`config.mk`:
```
export PLATFORM = sky130hd
export DESIGN_NAME = imem_program_writer
export DESIGN_NICKNAME = d
export VERILOG_FILES = /design/src/rtl/imem_program_writer.sv
export SDC_FILE = /design/constraint.sdc
export NUM_CORES = 1
export LEC_CHECK = 0
export BUFFER_PORTS_ARGS = -buffer_cell sky130_fd_sc_hd__buf_2
export CAP_MARGIN = 0
export CORE_UTILIZATION = 35
export CTS_BUF_LIST = sky130_fd_sc_hd__clkbuf_8
export DETAILED_ROUTE_END_ITERATION = 16
export PLACE_DENSITY = 0.56
export RECOVER_POWER = 25
export SLEW_MARGIN = 15
export SYNTH_ARGS = -nofsm -noshare
export SYNTH_HDL_FRONTEND = slang
export SYNTH_SLANG_ARGS = --single-unit
```
`constraint.sdc`:
```
create_clock -name CLK -period 4.8 [get_ports CLK]
set_input_delay 0.48 -clock CLK [delete_from_list [all_inputs] [get_ports CLK]]
set_output_delay 0.48 -clock CLK [all_outputs]
set_load 0.1 [all_outputs]
```
`src/rtl/imem_program_writer.sv`:
```
// imem_program_writer: encodes symbolic instructions into 32-bit words and writes them into the instruction memory, with NOP padding and optional load-use bubbles.
module imem_program_writer #(
  parameter int DEPTH      = 20,
  parameter int AW         = 5,
  parameter int HAZARD_NOP = 0
) (
  input  logic          CLK,
  input  logic          RST,
  input  logic          start,
  input  logic          in_valid,
  output logic          in_ready,
  input  logic [2:0]    in_op,
  input  logic [1:0]    in_rs,
  input  logic [1:0]    in_rt,
  input  logic [1:0]    in_rd,
  input  logic [7:0]    in_imm,
  input  logic          finish,
  output logic          im_we,
  output logic [AW-1:0] im_addr,
  output logic [31:0]   im_wdata,
  output logic [AW-1:0] count,
  output logic          busy,
  output logic          done,
  output logic          err,
  output logic [1:0]    err_code
);
  localparam logic [AW-1:0] FULL  = AW'(DEPTH);
  localparam logic [AW-1:0] LAST  = AW'(DEPTH - 1);
  localparam logic [AW-1:0] LAST2 = AW'(DEPTH - 2);
  typedef enum logic [2:0] {IDLE, LOAD, BUBBLE, PAD, DONE} state_t;
  state_t state_q, state_d;
  logic [AW-1:0] count_q, count_d, addr_q, addr_d;
  logic [31:0] wdata_q, wdata_d, hold_q, hold_d, word;
  logic [1:0] code_q, code_d, ld_rt_q, ld_rt_d, ecode;
  logic err_q, err_d, we_q, we_d, ld_q, ld_d, padp_q, padp_d, done_q;
  logic bad_imm, dep;
  always_comb begin
    case (in_op)
      3'd1:    word = {8'h20, 6'd0, in_rs, 6'd0, in_rt, 6'd0, in_rd};
      3'd2:    word = {8'h10, 6'd0, in_rs, 6'd0, in_rt, 6'd0, in_rd};
      3'd3:    word = {8'h08, 6'd0, in_rs, in_imm, 6'd0, in_rd};
      3'd4:    word = {8'h04, 6'd0, in_rs, in_imm, 6'd0, in_rd};
      3'd5:    word = {8'h40, in_imm, 6'd0, in_rt, 8'd0};
      3'd6:    word = {8'h80, in_imm, 6'd0, in_rt, 8'd0};
      default: word = '0;
    endcase
  end
  assign bad_imm = ((in_op == 3'd3 || in_op == 3'd4) && in_imm > 8'd31) ||
                   ((in_op == 3'd5 || in_op == 3'd6) && in_imm > 8'd7);
  // A consumer reading the register a LOAD just targeted needs one slot of separation.
  assign dep = (HAZARD_NOP != 0) && ld_q &&
               (((in_op >= 3'd1 && in_op <= 3'd4) && in_rs == ld_rt_q) ||
                ((in_op == 3'd1 || in_op == 3'd2) && in_rt == ld_rt_q));
  always_comb begin
    state_d = state_q;
    count_d = count_q;
    err_d   = err_q;
    code_d  = code_q;
    we_d    = 1'b0;
    addr_d  = addr_q;
    wdata_d = wdata_q;
    hold_d  = hold_q;
    ld_d    = ld_q;
    ld_rt_d = ld_rt_q;
    padp_d  = padp_q;
    ecode   = 2'd0;
    if (start) begin
      state_d = LOAD;
      count_d = '0;
      err_d   = 1'b0;
      code_d  = 2'd0;
      ld_d    = 1'b0;
      padp_d  = 1'b0;
    end else begin
      case (state_q)
        IDLE: ;
        LOAD: begin
          if (in_valid) begin
            if (in_op == 3'd7) ecode = 2'd1;
            else if (bad_imm) ecode = 2'd2;
            else if (dep ? (count_q > LAST2) : (count_q >= FULL)) ecode = 2'd3;
            else begin
              we_d    = 1'b1;
              addr_d  = count_q;
              count_d = count_q + 1'b1;
              wdata_d = dep ? 32'd0 : word;
              hold_d  = word;
              ld_d    = !dep && in_op == 3'd6;
              ld_rt_d = in_rt;
              state_d = dep ? BUBBLE : LOAD;
            end
          end
          if (finish) begin
            if (state_d == BUBBLE) padp_d = 1'b1;
            else state_d = (count_d == FULL) ? DONE : PAD;
          end
        end
        BUBBLE: begin
          we_d    = 1'b1;
          addr_d  = count_q;
          wdata_d = hold_q;
          count_d = count_q + 1'b1;
          ld_d    = 1'b0;
          padp_d  = 1'b0;
          state_d = padp_q ? ((count_d == FULL) ? DONE : PAD) : LOAD;
        end
        PAD: begin
          we_d    = 1'b1;
          addr_d  = count_q;
          wdata_d = 32'd0;
          count_d = count_q + 1'b1;
          ld_d    = 1'b0;
          state_d = (count_q == LAST) ? DONE : PAD;
        end
        DONE: ;
        default: state_d = IDLE;
      endcase
    end
    if (ecode != 2'd0) begin
      err_d  = 1'b1;
      code_d = err_q ? code_q : ecode;
    end
  end
  always_ff @(posedge CLK) begin
    if (RST) begin
      state_q <= IDLE;
      count_q <= '0;
      err_q   <= 1'b0;
      code_q  <= 2'd0;
      we_q    <= 1'b0;
      addr_q  <= '0;
      wdata_q <= '0;
      hold_q  <= '0;
      ld_q    <= 1'b0;
      ld_rt_q <= 2'd0;
      padp_q  <= 1'b0;
      done_q  <= 1'b0;
    end else begin
      state_q <= state_d;
      count_q <= count_d;
      err_q   <= err_d;
      code_q  <= code_d;
      we_q    <= we_d;
      addr_q  <= addr_d;
      wdata_q <= wdata_d;
      hold_q  <= hold_d;
      ld_q    <= ld_d;
      ld_rt_q <= ld_rt_d;
      padp_q  <= padp_d;
      done_q  <= (state_q == DONE) && (state_d == DONE);
    end
  end
  assign in_ready = state_q == LOAD;
  assign busy     = state_q == LOAD || state_q == BUBBLE || state_q == PAD;
  assign done     = done_q;
  assign im_we    = we_q;
  assign im_addr  = addr_q;
  assign im_wdata = wdata_q;
  assign count    = count_q;
  assign err      = err_q;
  assign err_code = code_q;
endmodule
```
==> results by group <==
Synth
  • Post-synthesis cell count: 388
  • Mean Syn Cell Area: 8.58 µm²
  • Post-synth EDFFs: 0
  • Seq/Total Area, Yosys: 40.3%
  • Yosys reg bits: 67
  • Cell Area, Synth: 3330 µm²
  • Yosys warns: 0
  • Ys flop type: dfxtp_1
  • Asr flop ratio synth: 0%
  • Unique cell type count in the Yosys netlist: 44

STA
  • Max-slew violations: 35
  • Final hold violations: 0
  • RSZ-0062 raised after global routing: no
  • Fin crit period: 3160 ps
  • Fin Setup TNS: 0 ps
  • Max-slew headroom: -27.0%
  • Setup Viol. Count Final: 0
  • Worst-Margin Slew: 1910 ps
  • Skew final: 7.04 ps
  • Crit share post-route: 65.8%
  • Fmax: 317 MHz
  • Hold WS: 404 ps

Routing
  • Final wirelength: 8.14 mm
  • Via/cell ratio: 5.14
  • Drt wl/cell: 14.4 µm
  • Antenna viol nets, final: 0
  • DR pass1 iterations: 4
  • DR DRC count: 0
  • Via count: 2914
  • DRT iter0 DRCs: 117

Power and ir drop
  • Combinational share of power: 22.0%
  • PwrDens: 387 nW/µm²
  • Internal Power: 983 µW
  • VDD IR max: 0.158 mV
  • Leak: 1.36 nW
  • Switching share of power: 33.9%
  • Psw: 503 µW
  • Sequential fraction of design power: 39.9%
  • Clock power share: 38.1%

Floorplanning
  • Die width: 99.5 µm
  • Die area: 9910 µm²
  • FP Rows: 35
  • Total I/O pin count: 71
  • Initial Util: 36.0%
  • Die height: 99.5 µm
  • Core area: 9240 µm²

Setup path
  • Slowest CP cell: and2_2
  • FF-to-FF Start: state_q[0]
  • Data required time of the worst path: 5050 ps
  • Worst Setup End Kind: flop
  • Cell chain of the critical path: nand2_1, o41ai_4, and2_2, buf_4, nor2_1, a211oi_2
  • CP max stage delay: 890 ps
  • CP Launch Point: state_q[0]
  • WP data arrival: 3410 ps
  • CP startpoint kind: flop
  • WS Path Type: reg -> reg
  • Worst-path fanout max: 42

Layout
  • Layout area overhead: 15.3%
  • Fin area: 3840 µm²
  • Fin nets: 459
  • Fill count: 968
  • Share of cells above drive strength 1: 19.2%
  • Antenna Diode Count: 0

Job
  • Max cap viols: 1

CTS
  • Cts repair resizes: 0
  • Num CTS Buffers: 9
  • Clock sinks: 67
  • CTS Hold Bufs: 0
  • Postcts setup bufs: 0
  • CTS Root Cell: clkbuf_8
  • Clk slew on worst S/H paths: 80 ps
  • CTS tree: done
  • Clock Latency Late Sink: 340 ps
  • CTS Buffer Depth: 2
  • Max H-tree Level: 3

Global route
  • Total Routing Usage GR: 17.4%
  • First-pass GRT wire length: 13.6 mm
  • Initial antenna violation count: 0
  • Pin count of the biggest net entering global routing: 43
  • Total grt overflow: 0
  • Vias in the first global route: 2769

Outcome
  • Violated checks: max-capacitance violations, max-slew violations
  • Outcome: complete, but fails checks

Placed design
  • DP HPWL: 5.67 mm
  • Placed inst area: 3640 µm²
  • Final Wtd Congestion: 0.870
  • Number of port buffers: 62

Worst hold path
  • Min-delay src: in_rd[1]
  • Hold Crit Class: in -> reg
-- per-layer routing --
layer | routed length, µm | share of wire, % | track usage, %
met5 | 0 | 0 | 0
met4 | 138 | 1.7 | 8.26
met3 | 356 | 4.4 | 3.02
met2 | 3800 | 47 | 27.6
met1 | 3840 | 47 | 23.0
-- placed cells by master, fill, tap and decap left out, types with 8 or more instances in the layout --
cell and n:
clkbuf_1 27, inv_1 8, and2_1 14, dfxtp_1 67, buf_2 36, nor2_1 49
nand2_1 42, nor2b_1 9, nor3b_1 14, conb_1 8, nand3_1 13, a21oi_1 33
clkbuf_8 9, a22oi_1 13, a211oi_2 24
-- metrics by stage --
stage	power (mW)	instances	utilization, %	setup slack [ps]
after detailed placement	0.937	552	39.4	1310
final	1.49	567	41.5	1640
after global placement	0.934	552	39.4	1430
after CTS	1.51	567	41.9	1580
after floorplan	0.888	395	-	2240
after global routing	1.55	567	41.5	1250
-- cell type report --
cell class | instances | area (µm²) | area share, %
inverter | 8 | 30.0 | 0.782
sequential | 67 | 1340 | 34.9
clock buffer | 9 | 124 | 3.23
tap | 129 | 161 | 4.20
clock inverter | 6 | 114 | 2.97
multi-input combinational | 284 | 1780 | 46.3
timing repair buffer | 64 | 289 | 7.53
-- registers in the layout, summed over array words and instances, names as in the netlist --
register and cells:
im_we 1, state_q 3, hold_q 24, im_wdata 24, im_addr 5, err_code 2, err 1, count 5
padp_q 1, done 1
-- path summary, 6_finish.rpt --
kind | endpoint | slack (ps) | cells past startpoint
setup / recovery | im_wdata[9] | 1640 | 6
hold / removal | hold_q[1] | 400 | 3
setup reg to reg | im_wdata[9] | 1640 | 6
hold reg to reg | padp_q | 430 | 2
-- synthesized netlist by cell type (2+ instances only) --
library cell	count	area [µm²]
nor3b_1	14	105
a32o_1	2	20.0
buf_6	4	45.0
a22o_1	3	26.3
xor2_1	2	17.5
buf_1	3	11.3
nor4_1	3	18.8
a21oi_1	33	165
a221oi_1	3	26.3
or2_2	3	18.8
a22oi_1	13	97.6
nand4_1	2	12.5
a31oi_1	7	43.8
buf_2	3	15.0
buf_4	10	75.1
nor2b_1	9	56.3
ha_1	3	37.5
nand2_1	42	158
xnor2_1	3	26.3
o21ai_0	6	30.0
a211oi_2	24	300
mux2i_1	5	50.1
nor3_1	3	15.0
and3_1	3	18.8
inv_1	8	30.0
dfxtp_1	67	1340
o22ai_1	2	12.5
o21a_1	2	15.0
nor2_1	49	184
and2_1	15	93.8
nand3_1	13	65.1
clkbuf_1	16	60.1
a32oi_1	2	17.5
-- worst max-delay path: cells and delay by family, from the launching register on --
family          cells  cell delay (ps)
simple gates        3             1180
compound gates      2              760
flops               1              780
buf+inv             1              340
-- cell families (layout without fill, tap and decap cells) --
logic type,after synthesis,in the layout,synth area share [%]
xor gates and xnor gates,5,5,1.32
other,1,8,0.113
muxes,5,5,1.50
adders and majority gates,3,3,1.13
AOI/OAI and AO/OA,102,102,24.8
buffers and inverters,44,87,7.10
and+or+nand+nor,161,161,23.8
DFF,67,67,40.3
-- power by group through the flow --
stage	Combinational [mW]	Sequential (mW)	Clock, mW
floorplan	0.175	0.713	0
global placement	0.327	0.606	0
detailed placement	0.331	0.607	0
CTS	0.331	0.594	0.580
global route	0.347	0.597	0.606
finish	0.326	0.593	0.566
Note: power is estimated with default switching activity, not from simulation.
